$ cat config.mk
export PLATFORM = sky130hd
export DESIGN_NAME = seq_div8x4_flat
export DESIGN_NICKNAME = d
export VERILOG_FILES = /design/src/rtl/seq_div8x4_if.sv /design/src/rtl/seq_div8x4.sv /design/src/flat_wrapper.sv
export SDC_FILE = /design/constraint.sdc
export NUM_CORES = 1
export LEC_CHECK = 0
export CAP_MARGIN = 20
export CELL_PAD_IN_SITES_DETAIL_PLACEMENT = 0
export CELL_PAD_IN_SITES_GLOBAL_PLACEMENT = 1
export CORE_UTILIZATION = 35
export CTS_CLUSTER_SIZE = 14
export DETAILED_ROUTE_END_ITERATION = 16
export PLACE_DENSITY = 0.83
export SYNTH_ARGS = -nofsm -noshare
export SYNTH_HDL_FRONTEND = slang
export SYNTH_SLANG_ARGS = --single-unit
$ cat constraint.sdc
create_clock -name clk -period 1.84 [get_ports clk]
set_input_delay 0.368 -clock clk [delete_from_list [all_inputs] [get_ports clk]]
set_output_delay 0.368 -clock clk [all_outputs]
set_load 0.02 [all_outputs]
$ cat src/rtl/seq_div8x4_if.sv
// Start/done handshake and result bus between a requester and the seq_div8x4
// restoring divider.
interface seq_div8x4_if #(
  parameter int DW = 8,
  parameter int VW = 4
);
  logic          start;
  logic [DW-1:0] dividend;
  logic [VW-1:0] divisor;
  logic          busy;
  logic          done;
  logic [DW-1:0] quotient;
  logic [VW-1:0] remainder;
  logic          div_by_zero;

  modport master (
    output start, dividend, divisor,
    input  busy, done, quotient, remainder, div_by_zero
  );

  modport slave (
    input  start, dividend, divisor,
    output busy, done, quotient, remainder, div_by_zero
  );
endinterface

$ cat src/rtl/seq_div8x4.sv
// Iterative restoring divider: DW-bit dividend by VW-bit divisor, one quotient
// bit per clock, with a start/done handshake and a divide-by-zero shortcut.
module seq_div8x4 #(
  parameter int DW = 8,
  parameter int VW = 4
) (
  input  logic         clk,
  input  logic         rst,
  seq_div8x4_if.slave  io_bus
);

  localparam int CW = $clog2(DW + 1);

  typedef enum logic [1:0] {
    S_IDLE = 2'd0,
    S_RUN  = 2'd1,
    S_FIN  = 2'd2
  } state_t;

  state_t        r_state;
  state_t        w_next;
  logic          w_accept;
  logic          w_zero;

  logic [DW-1:0] r_dvd;
  logic [VW-1:0] r_dvs;
  logic [VW:0]   r_part;
  logic [CW-1:0] r_count;

  logic          r_busy;
  logic          r_done;
  logic [DW-1:0] r_quotient;
  logic [VW-1:0] r_remainder;
  logic          r_div_by_zero;

  logic [VW+1:0] w_diff;
  logic          w_ge;
  logic [VW:0]   w_part_nxt;
  logic [DW-1:0] w_dvd_nxt;
  logic          w_last;

  // Next-state decode; FIN accepts a new start exactly like IDLE.
  always_comb begin
    w_next   = r_state;
    w_accept = 1'b0;
    w_zero   = (io_bus.divisor == {VW{1'b0}});
    case (r_state)
      S_IDLE, S_FIN: begin
        if (io_bus.start) begin
          w_accept = 1'b1;
          w_next   = w_zero ? S_FIN : S_RUN;
        end else begin
          w_next = S_IDLE;
        end
      end
      S_RUN: begin
        if (r_count == CW'(1)) begin
          w_next = S_FIN;
        end else begin
          w_next = S_RUN;
        end
      end
      default: w_next = S_IDLE;
    endcase
  end

  // One restoring step: a borrow out of the widened subtract means partial < divisor.
  always_comb begin
    w_diff     = {r_part, r_dvd[DW-1]} - {2'b00, r_dvs};
    w_ge       = ~w_diff[VW+1];
    w_part_nxt = w_ge ? w_diff[VW:0] : {r_part[VW-1:0], r_dvd[DW-1]};
    w_dvd_nxt  = {r_dvd[DW-2:0], w_ge};
    w_last     = (r_state == S_RUN) && (r_count == CW'(1));
  end

  // State register.
  always_ff @(posedge clk) begin
    if (rst) begin
      r_state <= S_IDLE;
    end else begin
      r_state <= w_next;
    end
  end

  // Datapath and registered outputs; the dividend register gradually fills with quotient bits.
  always_ff @(posedge clk) begin
    if (rst) begin
      r_dvd         <= {DW{1'b0}};
      r_dvs         <= {VW{1'b0}};
      r_part        <= {(VW+1){1'b0}};
      r_count       <= {CW{1'b0}};
      r_busy        <= 1'b0;
      r_done        <= 1'b0;
      r_quotient    <= {DW{1'b0}};
      r_remainder   <= {VW{1'b0}};
      r_div_by_zero <= 1'b0;
    end else begin
      r_busy <= (w_next == S_RUN);
      r_done <= (w_next == S_FIN);

      if (w_accept && !w_zero) begin
        r_dvd   <= io_bus.dividend;
        r_dvs   <= io_bus.divisor;
        r_part  <= {(VW+1){1'b0}};
        r_count <= CW'(DW);
      end else if (r_state == S_RUN) begin
        r_dvd   <= w_dvd_nxt;
        r_part  <= w_part_nxt;
        r_count <= r_count - CW'(1);
      end

      if (w_accept && w_zero) begin
        r_quotient    <= {DW{1'b1}};
        r_remainder   <= io_bus.dividend[VW-1:0];
        r_div_by_zero <= 1'b1;
      end else if (w_last) begin
        r_quotient    <= w_dvd_nxt;
        r_remainder   <= w_part_nxt[VW-1:0];
        r_div_by_zero <= 1'b0;
      end
    end
  end

  assign io_bus.busy        = r_busy;
  assign io_bus.done        = r_done;
  assign io_bus.quotient    = r_quotient;
  assign io_bus.remainder   = r_remainder;
  assign io_bus.div_by_zero = r_div_by_zero;

endmodule

$ cat src/flat_wrapper.sv
// flat-port wrapper written by rule: the top's interface ports become plain ports
module seq_div8x4_flat 
#(
  parameter int DW = 8,
  parameter int VW = 4
)
  (clk, rst, io_bus_start, io_bus_dividend, io_bus_divisor, io_bus_busy, io_bus_done, io_bus_quotient, io_bus_remainder, io_bus_div_by_zero);
  seq_div8x4_if #(.DW(DW), .VW(VW)) io_bus_i ();
  input  logic clk;
  input  logic rst;
  input wire logic [$bits(io_bus_i.start)-1:0] io_bus_start;
  input wire logic [$bits(io_bus_i.dividend)-1:0] io_bus_dividend;
  input wire logic [$bits(io_bus_i.divisor)-1:0] io_bus_divisor;
  output wire logic [$bits(io_bus_i.busy)-1:0] io_bus_busy;
  output wire logic [$bits(io_bus_i.done)-1:0] io_bus_done;
  output wire logic [$bits(io_bus_i.quotient)-1:0] io_bus_quotient;
  output wire logic [$bits(io_bus_i.remainder)-1:0] io_bus_remainder;
  output wire logic [$bits(io_bus_i.div_by_zero)-1:0] io_bus_div_by_zero;
  assign io_bus_i.start = io_bus_start;
  assign io_bus_i.dividend = io_bus_dividend;
  assign io_bus_i.divisor = io_bus_divisor;
  assign io_bus_busy = io_bus_i.busy;
  assign io_bus_done = io_bus_i.done;
  assign io_bus_quotient = io_bus_i.quotient;
  assign io_bus_remainder = io_bus_i.remainder;
  assign io_bus_div_by_zero = io_bus_i.div_by_zero;
  seq_div8x4 #(.DW(DW), .VW(VW)) u_core (.clk(clk), .rst(rst), .io_bus(io_bus_i));
endmodule
# Yosys cells after proc, flatten, opt, wreduce, memory -nomap -nowiden
# Cells that the tools add are included.
# totals
reg_bits	38
latchBits	0
mem_bits_rw	0
romBits	0
inputBits	15
out_inout_bits	15
word_cells	46
n_memories	0
# op_classes
n_addsub	2
mul	0
div	0
magnitude_cmp	0
eq_ne	5
n_shift	0
mux	17
bitwise_logic	1
reduce_logical	10
# op_table
op	count
2-to-1 mux 8 bit	4
2-to-1 mux 4 bit	4
2-to-1 mux 2 bit	3
subtractor 6 x 4 -> 6 bit	1
2-to-1 mux 5 bit	1
equality test 2 x 1 -> 1 bit, second input constant	2
equality test 2 bit, second input constant	2
equality test 4 x 1 -> 1 bit, second input constant	1
logical NOT 4 bit	1
2-to-1 mux 1 bit	4
case mux 2 bit (2 select lines)	1
nonzero test 2 bit	2
OR reduction 2 bit	2
subtractor 4 x 1 -> 4 bit, second input constant	1
logical AND 1 bit	3
logical NOT 2 bit	1
logical NOT 1 bit	1
NOT 1 bit	1

# Depth between registers and ports, before layout
# logic_depth
ltp_word	5
mapped_depth	9

# Least setup slack after synthesis
# No wires, ideal clock.
# synth_timing
path_kind	register to register
from	register u_core.r_dvs[3]
to	register u_core.r_part[1]
setup_time_ps	134
arrival_ps	1652
required_ps	1706
path_slack_ps	54
stages_incl_launch_ff	9
n_path_buf	1
period_less_slack_ps	1786
cell_sequence	dfxtp_1 > inv_1 > ha_1 > o21a_1 > a21boi_1 > o211a_1 > buf_4 > mux2i_1 > a21oi_1
# synth_via
elab_chain_cells	2
# synth_rtl
element	line_no	source
start, declared	seq_div8x4.sv:26	logic [VW-1:0] r_dvs;
start signal, assigned	seq_div8x4.sv:89	r_dvs <= {VW{1'b0}};
start signal, assigned	seq_div8x4.sv:103	r_dvs <= io_bus.divisor;
subtractor 6 x 4 -> 6 bit	seq_div8x4.sv:69	w_diff = {r_part, r_dvd[DW-1]} - {2'b00, r_dvs};
2-to-1 mux 5 bit	seq_div8x4.sv:71	w_part_nxt = w_ge ? w_diff[VW:0] : {r_part[VW-1:0], r_dvd[DW-1]};
end signal, assigned	seq_div8x4.sv:90	r_part <= {(VW+1){1'b0}};
end signal, assigned	seq_div8x4.sv:104	r_part <= {(VW+1){1'b0}};
end signal, assigned	seq_div8x4.sv:108	r_part <= w_part_nxt;
end, declared	seq_div8x4.sv:27	logic [VW:0] r_part;
# Every way passes these cells.
# A chain may end at the register's enable or synchronous reset.

# Worst setup path in the final report
# layout_timing
from	register u_core.r_part[1]
to	register u_core.r_part[3]
# layout_via
elab_chain_cells	2
# layout_rtl
element	line_no
subtractor 6 x 4 -> 6 bit	seq_div8x4.sv:69
2-to-1 mux 5 bit	seq_div8x4.sv:71
# Every way passes these cells.

==> impl_metrics.toml <==
[yosys]
yosysTopAreaCellShare_pct = 42.1
yosysTopAreaCell = "dfxtp_1"
syn_nets = 233
netlist_top_cells_area = "dfxtp_1 42%, a21oi_1 6.1%, nor2_1 5.2%, a22oi_1 5.0%, nand2_1 4.8%"
ys_ff_latch = 38
synth-edff-count = 0
ys_types = 42
netlist_area_um2 = 1810
synth_ff_type = "dfxtp_1"
synth_warnings = 0
netlist_instances = 211
yosysSeqAreaShare_pct = 42.1
syn_area_per_cell_um2 = 8.56
async_flop_share_pct = 0

[critical_path]
arrival_ns = 1.95
crit_path_end_kind = "flip-flop"
critPathMaxFanout = 4
cp.required_ns = 2.01
startpoint_type = "flip-flop"
critPathKind = "reg2reg"

[routing]
via_count = 1719
drc = 0
viasPerCell = 5.22
first_pass_iters = 4
ant_nets = 0
drtIter0Drc = 84
wirelength_mm = 4.60
routedWlPerCell_um = 14.0

[clock_tree]
clock_latency_ns = 0.29
clkSinkCount = 38
path_clk_slew_ns = 0.07
cts_made_buffers = 5
cts_root_buf = "clkbuf_8"
clockBufferDepth = 2
cts_tree = "done"
holdBufCountCts = 0
htree_levels = 2

[global_route]
grt_max_degree = 17
grt_pass1_vias = 1654
antenna_found_initial = 0
overflow = 0
grt_use_total_pct = 17.9
grt_pass1_wl_mm = 7.42

[cells_and_area]
area_growth_syn_to_layout_pct = 42.0
fin_util_pct = 52.9
finalNonFillerCells = 329
num_antenna_cells = 0
nets = 284
design_area_um2 = 2560
drive_above_1_share_pct = 25.2

[floorplan]
die_h_um = 73.8
design.core.area_um2 = 4850
initial_utilization_pct = 37.3
die_w_um = 73.8
rows = 25
num_io_pins = 30
dieArea_um2 = 5450

[power]
powerDensity_nw_per_um2 = 866
p_total_w = 0.00222
p_leak_nw = 0.969
ir_drop_mv = 0.458

[outcome]
status = "completed"

[worst_hold_path]
hold_path_class = "reg2reg"

[timing]
slew_viol_final = 0
setup_violations = 0
fmax_mhz = 559
fin_worst_skew_ns = 0.00800
layout_setup_ws_ns = 0.0517
worst_pin_slew_ns = 0.408
fin_crit_ns = 1.79
min_period_over_period_pct = 97.2
slew_headroom_pct = 72.8
hold_viol = 0

[placed_design]
dp_worst_setup_slack_ns = -0.182
port_buffers = 29
dp.cells = 321
hpwlAfterDp_mm = 3.25
gp_congestion = 0.810
place_area_um2 = 2320

[flow_run]
maxCapViolCount = 0
[worst max-delay path: stages (launching register included)]
cell,delay [ns]
dfxtp_2,0.37
ha_2,0.29
buf_4,0.16
nor2_2,0.11
a21oi_2,0.05
or4_1,0.49
o221ai_2,0.11
o41ai_2,0.09
[where the power goes]
part	switching (W)	internal [W]	total [W]	leakage [nW]
logic	0.000288	0.000292	0.000581	0.600
registers	0.0000412	0.000874	0.000915	0.312
clock network	0.000291	0.000434	0.000725	0.0573
[per-stage QoR]
step                      setup TNS, ns  hold WS (ns)
after floorplan                       0         0.449
after global placement            -2.34         0.466
after detailed placement          -2.94         0.467
after CTS                      -0.00488         0.478
after global routing            -0.0826         0.502
final                                 0         0.473
[final timing paths]
kind / start / to / slack, ns / depth (start not counted)
worst min-delay path: u_core.r_dvd[5]$_SDFFE_PP0P_ / u_core.r_dvd[5]$_SDFFE_PP0P_ / 0.47 / 2
worst min register to register: u_core.r_dvd[5]$_SDFFE_PP0P_ / u_core.r_dvd[5]$_SDFFE_PP0P_ / 0.47 / 2
worst max-delay path: u_core.r_part[1]$_SDFFE_PP0N_ / u_core.r_part[3]$_SDFFE_PP0N_ / 0.05 / 7
worst max register to register: u_core.r_part[1]$_SDFFE_PP0N_ / u_core.r_part[3]$_SDFFE_PP0N_ / 0.05 / 7
[flip-flops by register name, indices dropped and copies added (netlist names)]
| register | flops |
|---|---|
| u_core.io_bus.remainder | 4 |
| u_core.r_part | 5 |
| u_core.r_dvs | 4 |
| u_core.r_state | 2 |
| u_core.r_dvd | 8 |
| u_core.io_bus.busy | 1 |
| u_core.io_bus.div_by_zero | 1 |
| u_core.r_count | 4 |
| u_core.io_bus.done | 1 |
| u_core.io_bus.quotient | 8 |
[cell usage in the layout, fill, tap and decap left out, types with 4 or more instances in the layout]
| cell type | count |
|---|---|
| dfxtp_1 | 33 |
| inv_1 | 6 |
| nor2_1 | 23 |
| mux2i_1 | 6 |
| a21oi_1 | 18 |
| a31oi_1 | 4 |
| a21oi_2 | 4 |
| clkbuf_8 | 6 |
| o22ai_1 | 6 |
| nand2_1 | 23 |
| buf_4 | 28 |
| a22oi_1 | 12 |
| clkdlybuf4s50_1 | 29 |
| dfxtp_2 | 5 |
| o211ai_1 | 4 |
[metal layers]
layer	vias to the layer above	routed length [µm]	GRT usage, %
li1	856	-	-
met1	819	2070	22.2
met2	33	2240	29.6
met3	11	201	4.66
met4	0	90	7.05
met5	-	0	0
[synth_stat cells (4+ instances only)]
master     n
a21oi_1   22
a22oi_1   12
a31oi_1    4
clkbuf_1   8
dfxtp_1   38
ha_1       6
inv_1      8
mux2i_1    6
nand2_1   23
nor2_1    25
nor2b_1    4
o211ai_1   4
o22ai_1    6
[kinds of logic after synthesis]
family | after synthesis | synth area share (%)
AOI/OAI and AO/OA | 64 | 23.4
xor gates and xnor gates | 4 | 1.94
adders and majority gates | 7 | 5.26
buffers and inverters | 21 | 5.19
DFF | 38 | 42.1
muxes | 6 | 3.32
and+or+nand+nor | 71 | 18.8
[timing repair]
item,in CTS,in global routing
pin swaps,0,10
endpoints found under the setup margin,9,11
resized for setup,6,28
setup buffers,0,1
[layout make-up]
type	instances	area (µm²)
fillers	444	2280
multi-input cells	152	1070
flip-flops and latches	38	767
repair buffers	57	500
well taps	67	83.8
clock buffers	6	82.6
clock inverters	1	30.0
inverters	8	30.0
Power figures use the tool's default switching activity.
